==> src/rtl/vram_text_fetch.sv <==
// Text-row fetcher: copies one row of character codes from text VRAM into a line
// buffer and serves per-column lookups. Define VRAM_TEXT_FETCH_SCROLL_EN for vertical scroll.
module vram_text_fetch #(
    parameter int COLS   = 60,
    parameter int ROWS   = 17,
    parameter int ADDR_W = 10
) (
    input  logic              i_clk,
    input  logic              i_reset,
    input  logic              i_line_req,
    input  logic [4:0]        i_row,
`ifdef VRAM_TEXT_FETCH_SCROLL_EN
    input  logic [4:0]        i_scroll_row,
`endif
    output logic              o_busy,
    output logic              o_line_ready,
    output logic              o_vram_ce,
    output logic [ADDR_W-1:0] o_vram_addr,
    input  logic [7:0]        i_vram_data,
    input  logic [5:0]        i_col,
    output logic [7:0]        o_char_code
);

    localparam logic [6:0] COLS_V = 7'(COLS);
    localparam logic [5:0] ROWS_V = 6'(ROWS);
    localparam logic [7:0] BLANK  = 8'h20;

    typedef enum logic [1:0] {IDLE, FETCH, DRAIN} state_t;

    state_t            r_state, w_state_nxt;
    logic              r_busy, r_line_ready, r_vram_ce, r_blank;
    logic [ADDR_W-1:0] r_vram_addr, r_base, w_base;
    logic [6:0]        r_i;
    logic              r_iss_vld, r_d1_vld;
    logic [5:0]        r_iss_idx, r_d1_idx;
    logic [7:0]        r_char;
    logic [7:0]        r_buf [64];
    logic [5:0]        w_eff_row;
    logic              w_blank_req;

    // Blanking is decided on the raw row, before any scroll offset.
    assign w_blank_req = ({1'b0, i_row} >= ROWS_V);

`ifdef VRAM_TEXT_FETCH_SCROLL_EN
    logic [5:0] w_scroll, w_row_sum;
    assign w_scroll  = ({1'b0, i_scroll_row} < ROWS_V) ? {1'b0, i_scroll_row} : 6'd0;
    assign w_row_sum = {1'b0, i_row} + w_scroll;
    assign w_eff_row = (w_row_sum >= ROWS_V) ? w_row_sum - ROWS_V : w_row_sum;
`else
    assign w_eff_row = {1'b0, i_row};
`endif

    // row*COLS as a sum of shifted copies, one per set bit of COLS.
    always_comb begin
        w_base = '0;
        for (int b = 0; b < 7; b++) begin
            if (COLS_V[b])
                w_base = w_base + (ADDR_W'(w_eff_row) << b);
        end
    end

    always_ff @(posedge i_clk or posedge i_reset) begin
        if (i_reset) r_state <= IDLE;
        else         r_state <= w_state_nxt;
    end

    always_comb begin
        w_state_nxt = r_state;
        case (r_state)
            IDLE:    if (i_line_req) w_state_nxt = FETCH;
            FETCH:   if (r_i == COLS_V) w_state_nxt = DRAIN;
            DRAIN:   w_state_nxt = IDLE;
            default: w_state_nxt = IDLE;
        endcase
    end

    always_ff @(posedge i_clk or posedge i_reset) begin
        if (i_reset) begin
            r_busy       <= 1'b0;
            r_line_ready <= 1'b0;
            r_vram_ce    <= 1'b0;
            r_vram_addr  <= '0;
            r_base       <= '0;
            r_blank      <= 1'b0;
            r_i          <= '0;
            r_iss_vld    <= 1'b0;
            r_iss_idx    <= '0;
            r_d1_vld     <= 1'b0;
            r_d1_idx     <= '0;
            r_char       <= BLANK;
            for (int k = 0; k < 64; k++) r_buf[k] <= BLANK;
        end else begin
            r_line_ready <= 1'b0;
            case (r_state)
                IDLE: begin
                    if (i_line_req) begin
                        r_base      <= w_base;
                        r_blank     <= w_blank_req;
                        r_busy      <= 1'b1;
                        r_iss_vld   <= 1'b1;
                        r_iss_idx   <= '0;
                        r_i         <= 7'd1;
                        r_vram_ce   <= ~w_blank_req;
                        r_vram_addr <= w_blank_req ? '0 : w_base;
                    end
                end
                FETCH: begin
                    if (r_i == COLS_V) begin
                        r_iss_vld <= 1'b0;
                        r_vram_ce <= 1'b0;
                    end else begin
                        r_iss_idx <= r_i[5:0];
                        r_i       <= r_i + 7'd1;
                        if (!r_blank)
                            r_vram_addr <= r_base + ADDR_W'(r_i);
                    end
                end
                DRAIN: begin
                    r_busy       <= 1'b0;
                    r_line_ready <= 1'b1;
                end
                default: ;
            endcase

            // Issue -> VRAM register -> capture: two-cycle return path.
            r_d1_vld <= r_iss_vld;
            r_d1_idx <= r_iss_idx;
            if (r_d1_vld)
                r_buf[r_d1_idx] <= r_blank ? BLANK : i_vram_data;

            r_char <= ({1'b0, i_col} < COLS_V) ? r_buf[i_col] : BLANK;
        end
    end

    assign o_busy       = r_busy;
    assign o_line_ready = r_line_ready;
    assign o_vram_ce    = r_vram_ce;
    assign o_vram_addr  = r_vram_addr;
    assign o_char_code  = r_char;

endmodule

==> config.mk <==
export PLATFORM = sky130hd
export DESIGN_NAME = vram_text_fetch
export DESIGN_NICKNAME = d
export VERILOG_FILES = /design/src/rtl/vram_text_fetch.sv
export SDC_FILE = /design/constraint.sdc
export NUM_CORES = 1
export LEC_CHECK = 0
export CORE_ASPECT_RATIO = 0.75
export CORE_MARGIN = 8
export CORE_UTILIZATION = 40
export DETAILED_ROUTE_END_ITERATION = 6
export HOLD_SLACK_MARGIN = 0.03
export SYNTH_ARGS = -nofsm -noshare
export SYNTH_HDL_FRONTEND = slang
export SYNTH_SLANG_ARGS = --single-unit
export TNS_END_PERCENT = 1
==> constraint.sdc <==
create_clock -name i_clk -period 17.3 [get_ports i_clk]
set_clock_uncertainty 0.2 [all_clocks]
set_input_delay 1.73 -clock i_clk [delete_from_list [all_inputs] [get_ports i_clk]]
set_output_delay 1.73 -clock i_clk [all_outputs]
set_load 0.02 [all_outputs]
==> flow_summary.json, run 1 <==
{
  "outcome": "completed",
  "antenna_cells": 0,
  "pwr-share-comb_pct": 27.1,
  "synth_nets": 2282,
  "die_x_um": 304,
  "synth_edf_count": 0,
  "firstDrtPassIters": 6,
  "avgRoutedWirePerCell_um": 20.8,
  "synth_top_cell_area_share_pct": 49.5,
  "start_util_pct": 40.3,
  "tns_ns": 0,
  "fmax_mhz": 193,
  "critPathRequiredTime_ns": 17.65,
  "viasPerCell": 5.47,
  "cts_htree_levels": 2,
  "slew_headroom_pct": 17.5,
  "synth_seq_cells": 557,
  "holdCritPathClass": "flop to flop",
  "p_sw_uw": 1580,
  "mappedNetlistArea_sq_mm": 0.0249,
  "rsz0062_at_grt": "false",
  "cp_max_fo": 85,
  "drt_drc_violations_left": 0,
  "core_area_sq_mm": 0.0618,
  "hold_viol_final": 0,
  "yosys-top-cells-area": "dfrtp_1, mux4_2, o21ai_0, nand2_1, dfstp_2",
  "finalSetupViolCount": 0,
  "ir_worst_vdd_v": 0.0000835,
  "syn_avg_cell_area_sq_um": 11.1,
  "syn_to_final_growth_pct": 11.6,
  "antenna_found_initial": 0,
  "yosysTopAreaCell": "dfrtp_1",
  "nets": 2236,
  "regArea_sq_mm": 0.0140,
  "grt_usage_pct": 18.1,
  "p_leak_uw": 0.0123,
  "die_h_um": 232,
  "yosys-top-cells-count": "nand2_1, dfrtp_1, o21ai_0",
  "internal_power_uw": 3260,
  "critPathLaunchType": "input port",
  "post-cts-setup-buffers": 0,
  "dp_cells": 2939,
  "arrival_ns": 5.53,
  "grt_max_degree": 167,
  "holdBufCountCts": 0,
  "ys.flop_type": "dfrtp_1",
  "cp_slowest_cell": "buf_4",
  "numCtsBuffers": 54,
  "layout.cells.non_filler": 3041,
  "cts_root_buf": "clkbuf_16",
  "wl_um": 63400,
  "grt_pass1_wl_um": 101000,
  "path_class": "input port to async pin",
  "via_count": 16648,
  "slew_violations": 0,
  "ys_types": 51,
  "max_cap_violations": 0,
  "grt_pass1_vias": 16906,
  "cts_buffer_depth": 3,
  "place.gp.congestion": 0.818,
  "worst_slew_pin_slew_ns": 1.23,
  "max_stage_delay_ns": 0.97,
  "fillers": 5598,
  "path_delay_family": "buffers and inverters",
  "yosysSeqAreaShare_pct": 56.4,
  "synth_most_common_cell": "nand2_1",
  "critical_path_buf_inv_count": 5,
  "crit_top_cell": "buf_4",
  "grt.overflow.total": 0,
  "row_count": 79,
  "final_antenna_net_count": 0,
  "die-area_sq_mm": 0.0705,
  "cts_sinks": 557,
  "ys_warn_count": 0,
  "synthArstFlopShare_pct": 100,
  "period_share_pct": 29.9,
  "syn_inst": 2231,
  "port_buffers": 42,
  "p_sw_share_pct": 32.7,
  "finalCriticalPeriod_ns": 5.18,
  "drive_above_1_share_pct": 17.0,
  "endpoint_kind": "async pin",
  "p_seq_share_pct": 46.3,
  "cts_tree": "built",
  "power_density_mw_per_mm2": 174,
  "clock_power_share_pct": 26.6,
  "cts_resized": 0,
  "multi_input_area_sq_mm": 0.0101,
  "clk_latency_ns": 0.61,
  "worstPathCellList": "clkdlybuf4s50_1 -> clkinvlp_4 -> buf_4 -> buf_4 -> buf_4",
  "io_pins": 43,
  "dp_hpwl_um": 40700,
  "cts.clk_slew.worst_paths_ns": 0.06,
  "drt-initial-drc-count": 1195
}
layout make-up:
class	count	share of cell area, %
flip-flops and latches	557	50.5
clock buffers	80	5.80
clock inverters	22	1.21
inverters	23	0.325
multi-input cells	1487	36.4
well taps	810	3.65
repair buffers	62	2.08
stage by stage:
step / hold slack (ns) / worst slack (ns) / power (uW) / utilization (%) / cell area [sq um]
finish: 0.183 / 12.12 / 4840 / 44.9 / 27800
global placement: 0.163 / 11.38 / 3500 / 41.8 / 25800
global route: 0.200 / 11.50 / 5160 / 44.9 / 27800
detailed placement: 0.177 / 11.29 / 3570 / 41.8 / 25800
CTS: 0.190 / 11.93 / 4870 / 44.9 / 27800
floorplan: 0.154 / 7.84 / 3130 / - / 24900
metal layers:
layer | vias to the layer above | global-route usage, % | share of wire [%]
li1 | 7656 | - | -
met1 | 8487 | 26.3 | 47
met2 | 406 | 27.3 | 44
met3 | 99 | 4.14 | 6.1
met4 | 0 | 4.81 | 2.5
met5 | - | 0 | 0
worst paths after layout:
path,depth (start not counted),from,endpoint,slack (ns)
setup reg to reg,5,r_state[1]$_DFFE_PP0P_,o_vram_addr[9]$_DFFE_PP0P_,14.32
setup / recovery,5,i_reset,r_buf[49]$_DFFE_PP0P_,12.12
min in group asynchronous,2,i_reset,r_buf[410]$_DFFE_PP0P_,1.46
hold reg to reg,0,r_iss_idx[3]$_DFFE_PP0P_,r_d1_idx[3]$_DFF_PP0_,0.18
hold / removal,0,r_iss_idx[3]$_DFFE_PP0P_,r_d1_idx[3]$_DFF_PP0_,0.18
max in group i_clk,13,i_row[0],o_vram_addr[9]$_DFFE_PP0P_,12.60
cells by family (layout without fill, tap and decap cells):
group	after synthesis	after routing	share of synthesized area, %
compound gates	542	542	11.3
xor+xnor	13	13	0.458
fa+ha+maj	29	29	1.70
buf+inv	187	187	3.08
flops	557	557	56.4
mux	201	201	15.6
simple gates	702	702	11.5
power groups by stage:
stage / logic (uW) / clock network (uW) / registers, uW
5_1_grt: 1480 / 1360 / 2310
3_5_place_dp: 1320 / 0 / 2250
6_report: 1310 / 1290 / 2240
3_3_place_gp: 1270 / 0 / 2230
2_1_floorplan: 975 / 0 / 2150
4_1_cts: 1320 / 1310 / 2240
worst reg2reg max path, cell delays in order, from the launching register on:
cell	delay (ns)
dfrtp_1	0.40
and2b_1	0.51
o21ai_0	0.40
o21ai_1	0.96
mux2i_1	0.28
o31ai_1	0.10
flip-flops by register name, summed over array words and instances (netlist names), 2 cells and up:
name	cells
r_d1_idx	6
r_base	8
o_char_code	8
r_iss_idx	6
r_buf	504
r_state	2
o_vram_addr	10
r_i	7
cell usage in the layout, fill, tap and decap left out, types with 13 or more instances in the layout:
cell type,synthesis,final
clkbuf_8,0,15
clkdlybuf4s50_1,0,38
ha_1,21,21
nor2_1,47,46
clkbuf_16,0,55
nand3_1,18,18
dfrtp_1,492,492
mux2i_1,13,13
nand2b_1,21,14
mux2_2,44,44
o21ai_0,469,469
buf_4,5,19
inv_1,23,22
a21oi_1,28,28
mux4_2,144,144
nor2b_1,19,19
nand2_1,563,563
dfstp_2,65,65
Power figures use the tool's default switching activity.
==> inputs of run 2 (changes only) <==
- clock period: 17.3 -> 4.97 ns (I/O delays scaled with it)
==> run 2 against run 1 <==
  * Cell count increased by 0.49%
  * Sequential power increased to 3.5 times the previous value
  * Critical path depth increased by 8
  * Cell area increased by 0.58%
  * Hold slack got worse by 0.015 ns
  * Critical path type is now input port to flop
  * Largest cell class unchanged
==> flow_summary.json, run 2 (synthesis gave the netlist of run 1 again) <==
{
  "fmax_mhz": 291,
  "place.gp.congestion": 0.821,
  "max_cap_violations": 0,
  "drive_above_1_share_pct": 17.3,
  "finalSetupViolCount": 0,
  "r2r_start": "r_state[1]$_DFFE_PP0P_",
  "grt_pass1_wl_um": 101000,
  "slew_headroom_pct": 27.9,
  "drt-initial-drc-count": 1425,
  "worstReg2RegEnd": "o_vram_addr[9]$_DFFE_PP0P_",
  "crit_path_end": "o_vram_addr[9]$_DFFE_PP0P_",
  "cts_root_buf": "clkbuf_16",
  "post-cts-setup-buffers": 0,
  "tns_ns": 0,
  "drt_drc_violations_left": 0,
  "cp_max_fo": 5,
  "clk_latency_ns": 0.61,
  "met2_length_um": 28500,
  "grt.overflow.total": 0,
  "grt_usage_pct": 18.1,
  "fillers": 5648,
  "start_util_pct": 40.3,
  "worst_slew_pin_slew_ns": 1.08,
  "viasPerCell": 5.47,
  "syn_to_final_growth_pct": 12.3,
  "hold_slack_ns": 0.167,
  "p_seq_share_pct": 45.9,
  "path_class": "input port to flop",
  "p_leak_uw": 0.0124,
  "avgRoutedWirePerCell_um": 20.7,
  "hold_viol_final": 0,
  "core_area_sq_mm": 0.0618,
  "rrSetupSlack_ns": 2.01,
  "slew_violations": 0,
  "row_count": 79,
  "rsz0062_at_grt": "false",
  "critPathLaunchType": "input port",
  "outcome": "completed",
  "cts_resized": 0,
  "drt-met1-wl_um": 29500,
  "port_buffers": 42,
  "cp-startpoint": "i_row[0]",
  "whs_path_depth": 0,
  "die_x_um": 304,
  "layout_common_cells": "nand2_1, dfrtp_1, o21ai_0",
  "cts_tree": "built",
  "dr_wl_met3_um": 3990,
  "p_sw_share_pct": 32.9,
  "antenna_found_initial": 0,
  "numCtsBuffers": 55,
  "cts_sinks": 557,
  "period_share_pct": 69.2,
  "final_antenna_net_count": 0,
  "cts_htree_levels": 2,
  "top_layer": "met4",
  "die-area_sq_mm": 0.0705,
  "holdBufCountCts": 0,
  "antenna_cells": 0,
  "via_count": 16729,
  "grt_pass1_vias": 17170,
  "max_flop_register": "r_buf",
  "largest_reg_flops": 504,
  "layout_commonest_cell": "nand2_1",
  "pwr-share-comb_pct": 28.0,
  "ir_worst_vdd_v": 0.000302,
  "nets": 2251,
  "power_density_mw_per_mm2": 604,
  "clock_power_share_pct": 26.1,
  "dp_hpwl_um": 40800,
  "r2r_cells": 5,
  "cts_buffer_depth": 3,
  "firstDrtPassIters": 4,
  "finalCriticalPeriod_ns": 3.44,
  "holdCritPathClass": "flop to flop",
  "io_pins": 43,
  "endpoint_kind": "flop",
  "die_h_um": 232,
  "cts.clk_slew.worst_paths_ns": 0.06,
  "critPathRequiredTime_ns": 5.23,
  "p_sw_uw": 5550,
  "wl_um": 63300,
  "arrival_ns": 3.70,
  "internal_power_uw": 11300,
  "grt_max_degree": 103
}
-- run 2: worst min path at each step --
| stage | startpoint | to | slack [ns] |
|---|---|---|---|
| after floorplan | r_iss_idx[1]$_DFFE_PP0P_ | r_d1_idx[1]$_DFF_PP0_ | 0.15 |
| after global placement | r_iss_idx[3]$_DFFE_PP0P_ | r_d1_idx[3]$_DFF_PP0_ | 0.16 |
| after detailed placement | r_iss_idx[2]$_DFFE_PP0P_ | r_d1_idx[2]$_DFF_PP0_ | 0.16 |
| after CTS | r_iss_idx[2]$_DFFE_PP0P_ | r_d1_idx[2]$_DFF_PP0_ | 0.17 |
| after global routing | r_iss_vld$_DFFE_PP0P_ | r_d1_vld$_DFF_PP0_ | 0.19 |
| final | r_iss_idx[2]$_DFFE_PP0P_ | r_d1_idx[2]$_DFF_PP0_ | 0.17 |
-- run 2: final cells by class --
| cell class | count | area [sq um] | area share [%] |
|---|---|---|---|
| clock buffers | 83 | 1610 | 5.78 |
| clock inverters | 20 | 300 | 1.08 |
| inverters | 23 | 90.1 | 0.323 |
| multi-input cells | 1487 | 10100 | 36.2 |
| flip-flops and latches | 557 | 14000 | 50.2 |
| well taps | 810 | 1010 | 3.63 |
| repair buffers | 76 | 771 | 2.76 |
-- run 2: through the flow --
step | cells | cell area [sq um] | utilization, % | power, uW | setup slack (ns)
final | 3056 | 27900 | 45.2 | 16900 | 1.53
after global routing | 3056 | 27900 | 45.2 | 18000 | 1.33
after CTS | 3056 | 27900 | 45.2 | 17000 | 1.58
after detailed placement | 2953 | 26000 | 42.1 | 12600 | 0.919
after global placement | 2953 | 26000 | 42.1 | 12200 | 1.00
after floorplan | 2231 | 24900 | - | 10900 | -3.26
-- run 2: power groups by stage --
stage	Clock [uW]	Combinational, uW	Sequential [uW]
floorplan	0	3390	7490
global placement	0	4560	7690
detailed placement	0	4750	7810
CTS	4500	4760	7740
global route	4700	5340	8000
finish	4400	4720	7750
-- run 2: worst max-delay path, cell delays in order --
cell and delay (ns):
clkdlybuf4s50_1 0.54, inv_1 0.10, fa_1 0.52, fa_1 0.52
inv_1 0.05, ha_1 0.22, fa_1 0.41, a21o_1 0.17
a21oi_1 0.17, xnor2_1 0.18, nor2b_1 0.07, mux2i_1 0.14
o31ai_1 0.09
-- run 2: metal layers --
| layer | global-route usage [%] | vias up |
|---|---|---|
| met3 | 3.60 | 89 |
| met4 | 4.94 | 0 |
| met5 | 0 | - |
| li1 | - | 7698 |
| met1 | 26.1 | 8502 |
| met2 | 28.1 | 440 |
==> inputs of run 3 (changes only) <==
- clock period: 4.97 -> 3.4 ns (I/O delays scaled with it)
==> run 3 against run 2 <==
  * Combinational power rose by 52%
  * Power rose by 45%
  * Cell count rose by 2.3%
  * Highest routed layer unchanged
  * Global-route usage rose by 0.23 points
  * Largest power group unchanged
  * Critical path depth did not move
  * Critical endpoint unchanged
  * Flip-flop and latch count did not move
  * Non-clock buffer count rose by 72
  * Largest cell class unchanged
  * Hold slack improved by 0.011 ns
  * Sequential share of layout area fell by 0.82 points
  * First-iteration DRC count fell by 7.4%
  * Via count rose by 2.3%
==> flow_summary.json, run 3 (synthesis gave the netlist of run 1 again) <==
{
  "cts_tree": "built",
  "cts_sinks": 557,
  "grt_max_degree": 106,
  "port_buffers": 42,
  "met2_length_um": 28700,
  "dp_cells": 3024,
  "max_flop_register": "r_buf",
  "drt_drc_violations_left": 0,
  "place_ws_ns": -0.343,
  "dr_wl_met3_um": 3880,
  "drive_above_1_share_pct": 19.5,
  "holdCritPathClass": "flop to flop",
  "worstReg2RegEnd": "o_vram_addr[9]$_DFFE_PP0P_",
  "fin_ws_ns": 0.282,
  "r2r_start": "r_state[1]$_DFFE_PP0P_",
  "largest_reg_flops": 504,
  "period_share_pct": 91.7,
  "grt_usage_pct": 18.4,
  "cts_htree_levels": 2,
  "tns_ns": 0,
  "syn_to_final_growth_pct": 14.1,
  "crit_path_end": "o_vram_addr[9]$_DFFE_PP0P_",
  "critPathRequiredTime_ns": 3.66,
  "layout_common_cells": "nand2_1, dfrtp_1, o21ai_0",
  "layout.cells.non_filler": 3126,
  "critPathLaunchType": "input port",
  "cp-startpoint": "i_row[0]",
  "io_pins": 43,
  "finalSetupViolCount": 0,
  "finalCriticalPeriod_ns": 3.12,
  "cts.clk_slew.worst_paths_ns": 0.07,
  "die-area_sq_mm": 0.0705,
  "fillers": 5614,
  "antenna_cells": 0,
  "grt_pass1_wl_um": 103000,
  "antenna_found_initial": 0,
  "die_h_um": 232,
  "layout_commonest_cell": "nand2_1",
  "endpoint_kind": "flop",
  "cts_root_buf": "clkbuf_16",
  "slew_headroom_pct": 30.4,
  "arrival_ns": 3.38,
  "fmax_mhz": 321,
  "grt_pass1_vias": 17445,
  "core_area_sq_mm": 0.0618,
  "hold_viol_final": 0,
  "p_leak_uw": 0.0127,
  "final_antenna_net_count": 0,
  "numCtsBuffers": 54,
  "dp_hpwl_um": 42700,
  "clk_latency_ns": 0.62,
  "firstDrtPassIters": 6,
  "r2r_cells": 6,
  "cts_resized": 0,
  "ir_worst_vdd_v": 0.000598,
  "top_layer": "met4",
  "rrSetupSlack_ns": 0.70,
  "via_count": 17108,
  "start_util_pct": 40.3,
  "drt-met1-wl_um": 30600,
  "outcome": "completed",
  "worst_slew_pin_slew_ns": 1.04,
  "grt.overflow.total": 0,
  "wl_um": 64600,
  "place_area_sq_mm": 0.0266,
  "cts_buffer_depth": 3,
  "row_count": 79,
  "power_density_mw_per_mm2": 862,
  "path_class": "input port to flop",
  "max_cap_violations": 0,
  "drt-initial-drc-count": 1320,
  "cp_max_fo": 2,
  "slew_violations": 0,
  "viasPerCell": 5.47,
  "die_x_um": 304,
  "nets": 2322,
  "rsz0062_at_grt": "false",
  "place.gp.congestion": 0.829,
  "final_area_sq_mm": 0.0284,
  "avgRoutedWirePerCell_um": 20.7,
  "fin_util_pct": 45.9
}
==> run 3: cell count changes in the layout (fill, tap and decap cells not counted) <==
cell / before / now
dlygate4sd3_1: 0 / 1
clkbuf_1: 16 / 22
inv_6: 1 / 0
inv_16: 0 / 1
buf_12: 8 / 16
bufinv_16: 7 / 2
clkinv_2: 8 / 10
clkinvlp_4: 2 / 1
clkbuf_16: 56 / 54
clkinv_4: 2 / 0
buf_4: 26 / 89
==> run 3: per-layer routing <==
metal / GRT usage [%] / vias to the layer above
li1: - / 7853
met1: 27.0 / 8695
met2: 27.9 / 462
met3: 3.48 / 98
met4: 5.07 / 0
met5: 0 / -
==> run 3: final cells by class <==
class	count	area, sq um	area share (%)
flip-flops and latches	557	14000	49.4
multi-input cells	1487	10100	35.6
clock buffers	87	1590	5.59
repair buffers	148	1410	4.98
well taps	810	1010	3.57
clock inverters	14	146	0.516
inverters	23	90.1	0.317
==> run 3: metrics by stage <==
step	hold slack, ns	power (uW)
3_3_place_gp	0.162	18200
5_1_grt	0.173	26100
2_1_floorplan	0.154	15900
3_5_place_dp	0.167	18600
4_1_cts	0.133	24600
6_report	0.179	24500
==> run 3: worst min-delay path by stage <==
stage                                  start  slack, ns  depth (start not counted)                        to
floorplan           r_iss_idx[1]$_DFFE_PP0P_       0.15                          0     r_d1_idx[1]$_DFF_PP0_
global placement    r_iss_idx[3]$_DFFE_PP0P_       0.16                          0     r_d1_idx[3]$_DFF_PP0_
detailed placement  r_iss_idx[3]$_DFFE_PP0P_       0.17                          0     r_d1_idx[3]$_DFF_PP0_
CTS                                 i_col[3]       0.13                          3  o_char_code[5]$_DFF_PP1_
global route                        i_col[3]       0.17                          3  o_char_code[5]$_DFF_PP1_
finish              r_iss_idx[3]$_DFFE_PP0P_       0.18                          0     r_d1_idx[3]$_DFF_PP0_
==> run 3: repair_timing <==
action	CTS	global route
buffers inserted	0	0
hold buffers	1	0
hold endpoints to repair	6	0
==> run 3: critical path, cell delays in order <==
cell and delay, ns:
clkdlybuf4s50_1 0.48, inv_1 0.07, fa_1 0.53, fa_1 0.52
inv_1 0.04, ha_1 0.21, fa_1 0.40, a21o_1 0.17
a21oi_1 0.16, xnor2_1 0.16, nor2b_1 0.07, mux2i_1 0.13
o31ai_1 0.09
==> run 3: power by group <==
| part | internal, uW | switching (uW) |
|---|---|---|
| combinational | 3230 | 3930 |
| sequential | 9710 | 1660 |
| clock | 3350 | 2590 |
| total | 16300 | 8180 |
==> RTL change (config.mk and constraints of run 1) <==
Set the parameter `ADDR_W` to 11 (it was 10).
--- a/src/rtl/vram_text_fetch.sv
+++ b/src/rtl/vram_text_fetch.sv
@@ -3,7 +3,7 @@
 module vram_text_fetch #(
     parameter int COLS   = 60,
     parameter int ROWS   = 17,
-    parameter int ADDR_W = 10
+    parameter int ADDR_W = 11
 ) (
     input  logic              i_clk,
     input  logic              i_reset,
Ports: changed (resized o_vram_addr); port bits go from 43 to 44. The function was not compared with the original's and may differ.
==> RTL change against run 1 <==
  * Power fell by 11%
  * Combinational power fell by 13%
  * Sequential power fell by 11%
  * Non-clock buffer count fell by 1
  * Final area fell by 2.8%
  * Sequential cell count fell by 18
  * Worst setup slack improved by 0.25 ns
  * Fmax rose by 5.0%
  * Sequential share of layout area fell by 0.25 points
  * Register-to-register slack got worse by 0.25 ns
  * Wire length fell by 0.56%
  * Synthesized area fell by 1.9%
==> RTL change: results (changes against run 1) <==
run_status:
  status: "finished, final reports clean"  # unchanged
pwr:
  leakage_nw: 11.9  # was 12.3 nW
  peakVddDrop_v: 0.0000813  # was 0.0000835 V
  p_int_mw: 2.87  # was 3.26 mW
placed_design:
  dp_slack_ns: 11.75  # was 11.29 ns
  dp_hpwl_mm: 40.4  # was 40.7 mm
  gp_congestion: 0.876  # was 0.818
  place_area_sq_mm: 0.0253  # was 0.0258 sq mm
  io_buffers: 43  # was 42
  dpl.cell_count: 2899  # was 2939
synthesis:
  syn_area_per_cell_sq_um: 11.1  # about the same
  synthAdderAreaFrac: 0.0172  # was 0.0170
  synth-compound-area-share: 0.129  # was 0.113
  synthXorXnorAreaFrac: 0.00431  # was 0.00458
  syn_nets: 2255  # was 2282
  synth_cell_types: 67  # was 51
  synth_area_leaders: "dfrtp_1, mux4_2, o21ai_0, nand2_1, dfstp_2"  # unchanged
  ys_seq_area_frac: 0.556  # was 0.564
  synthMuxAreaShare: 0.141  # was 0.156
setup_path:
  r2r_cells: 5  # unchanged
  cp.arrival_ns: 5.16  # was 5.53 ns
  worst-path-max-fanout: 42  # was 85
  critPathMaxStageDelay_ns: 0.79  # was 0.97 ns
global_routing:
  grt_usage: 0.183  # was 0.181
  grt_start_max_net_pins: 197  # was 167
  grt_pass1_wl_mm: 101  # about the same
routing:
  drtPass1Iterations: 5  # was 6
  via_count: 16611  # was 16648
  drt-initial-drc-count: 1432  # was 1195
  wl_per_cell_um: 21.0  # was 20.8 um
cells_and_area:
  fin_nets: 2206  # was 2236
  largest_reg_flops: 484  # was 504
  fill_cells: 5596  # was 5598
  final_cells: 2995  # was 3041
  drive_gt1_frac: 0.163  # was 0.170
clocking:
  cts_buffers: 53  # was 54
  clk_latency_ns: 0.58  # was 0.61 ns
sta:
  worst_pin_slew_ns: 1.28  # was 1.23 ns
## RTL change: metal layers
metal,vias to the layer above,global-route usage,share of wire
li1,7630,-,-
met1,8435,0.271,0.48
met2,457,0.268,0.43
met3,89,0.0468,0.074
met4,0,0.0449,0.022
met5,-,0,0
## RTL change: through the flow
step | utilization | hold slack (ns)
2_1_floorplan | - | 0.154
3_3_place_gp | 0.418 | 0.170
3_5_place_dp | 0.418 | 0.166
4_1_cts | 0.447 | 0.185
5_1_grt | 0.447 | 0.187
6_report | 0.447 | 0.183
## RTL change: final cells by class
| class | count | area, sq um | share of cell area |
|---|---|---|---|
| Sequential cell | 539 | 13600 | 0.503 |
| Multi-Input combinational cell | 1473 | 10000 | 0.372 |
| Clock buffer | 79 | 1490 | 0.0554 |
| Tap cell | 800 | 1000 | 0.0371 |
| Timing Repair Buffer | 61 | 581 | 0.0215 |
| Clock inverter | 16 | 213 | 0.00788 |
| Inverter | 26 | 105 | 0.00389 |
| Antenna cell | 1 | 2.50 | 0.0000927 |
## RTL change: cell families after synthesis
group | count (synthesis)
muxes | 194
AOI/OAI and AO/OA | 572
and+or+nand+nor | 665
buffers and inverters | 191
xor gates and xnor gates | 12
adders and majority gates | 30
DFF | 539
## RTL change: final timing paths
kind                                     startpoint                       end  slack [ns]
max                                        i_col[0]  o_char_code[7]$_DFF_PP0_       12.37
min                        r_iss_idx[5]$_DFFE_PP0P_     r_d1_idx[5]$_DFF_PP0_        0.18
max reg2reg                   r_d1_idx[1]$_DFF_PP0_    r_buf[404]$_DFFE_PP0P_       14.07
min reg2reg                r_iss_idx[5]$_DFFE_PP0P_     r_d1_idx[5]$_DFF_PP0_        0.18
max in group asynchronous                   i_reset    r_buf[394]$_DFFE_PP0P_       13.72
min in group asynchronous                   i_reset     r_buf[32]$_DFFE_PP0P_        1.54
## RTL change: power by group through the flow
| stage | clock network [mW] | logic [mW] | registers [mW] |
|---|---|---|---|
| floorplan | 0 | 0.828 | 1.94 |
| global placement | 0 | 1.10 | 2.00 |
| CTS | 1.18 | 1.14 | 2.00 |
| global route | 1.23 | 1.29 | 2.06 |
| detailed placement | 0 | 1.14 | 2.02 |
| finish | 1.15 | 1.14 | 2.00 |
## RTL change: critical path, delay by kind of cell
family                 cells  cell delay, ns
AO/OA/AOI/OAI              2            0.81
buffers and inverters      3            1.95
multiplexers               1            0.60
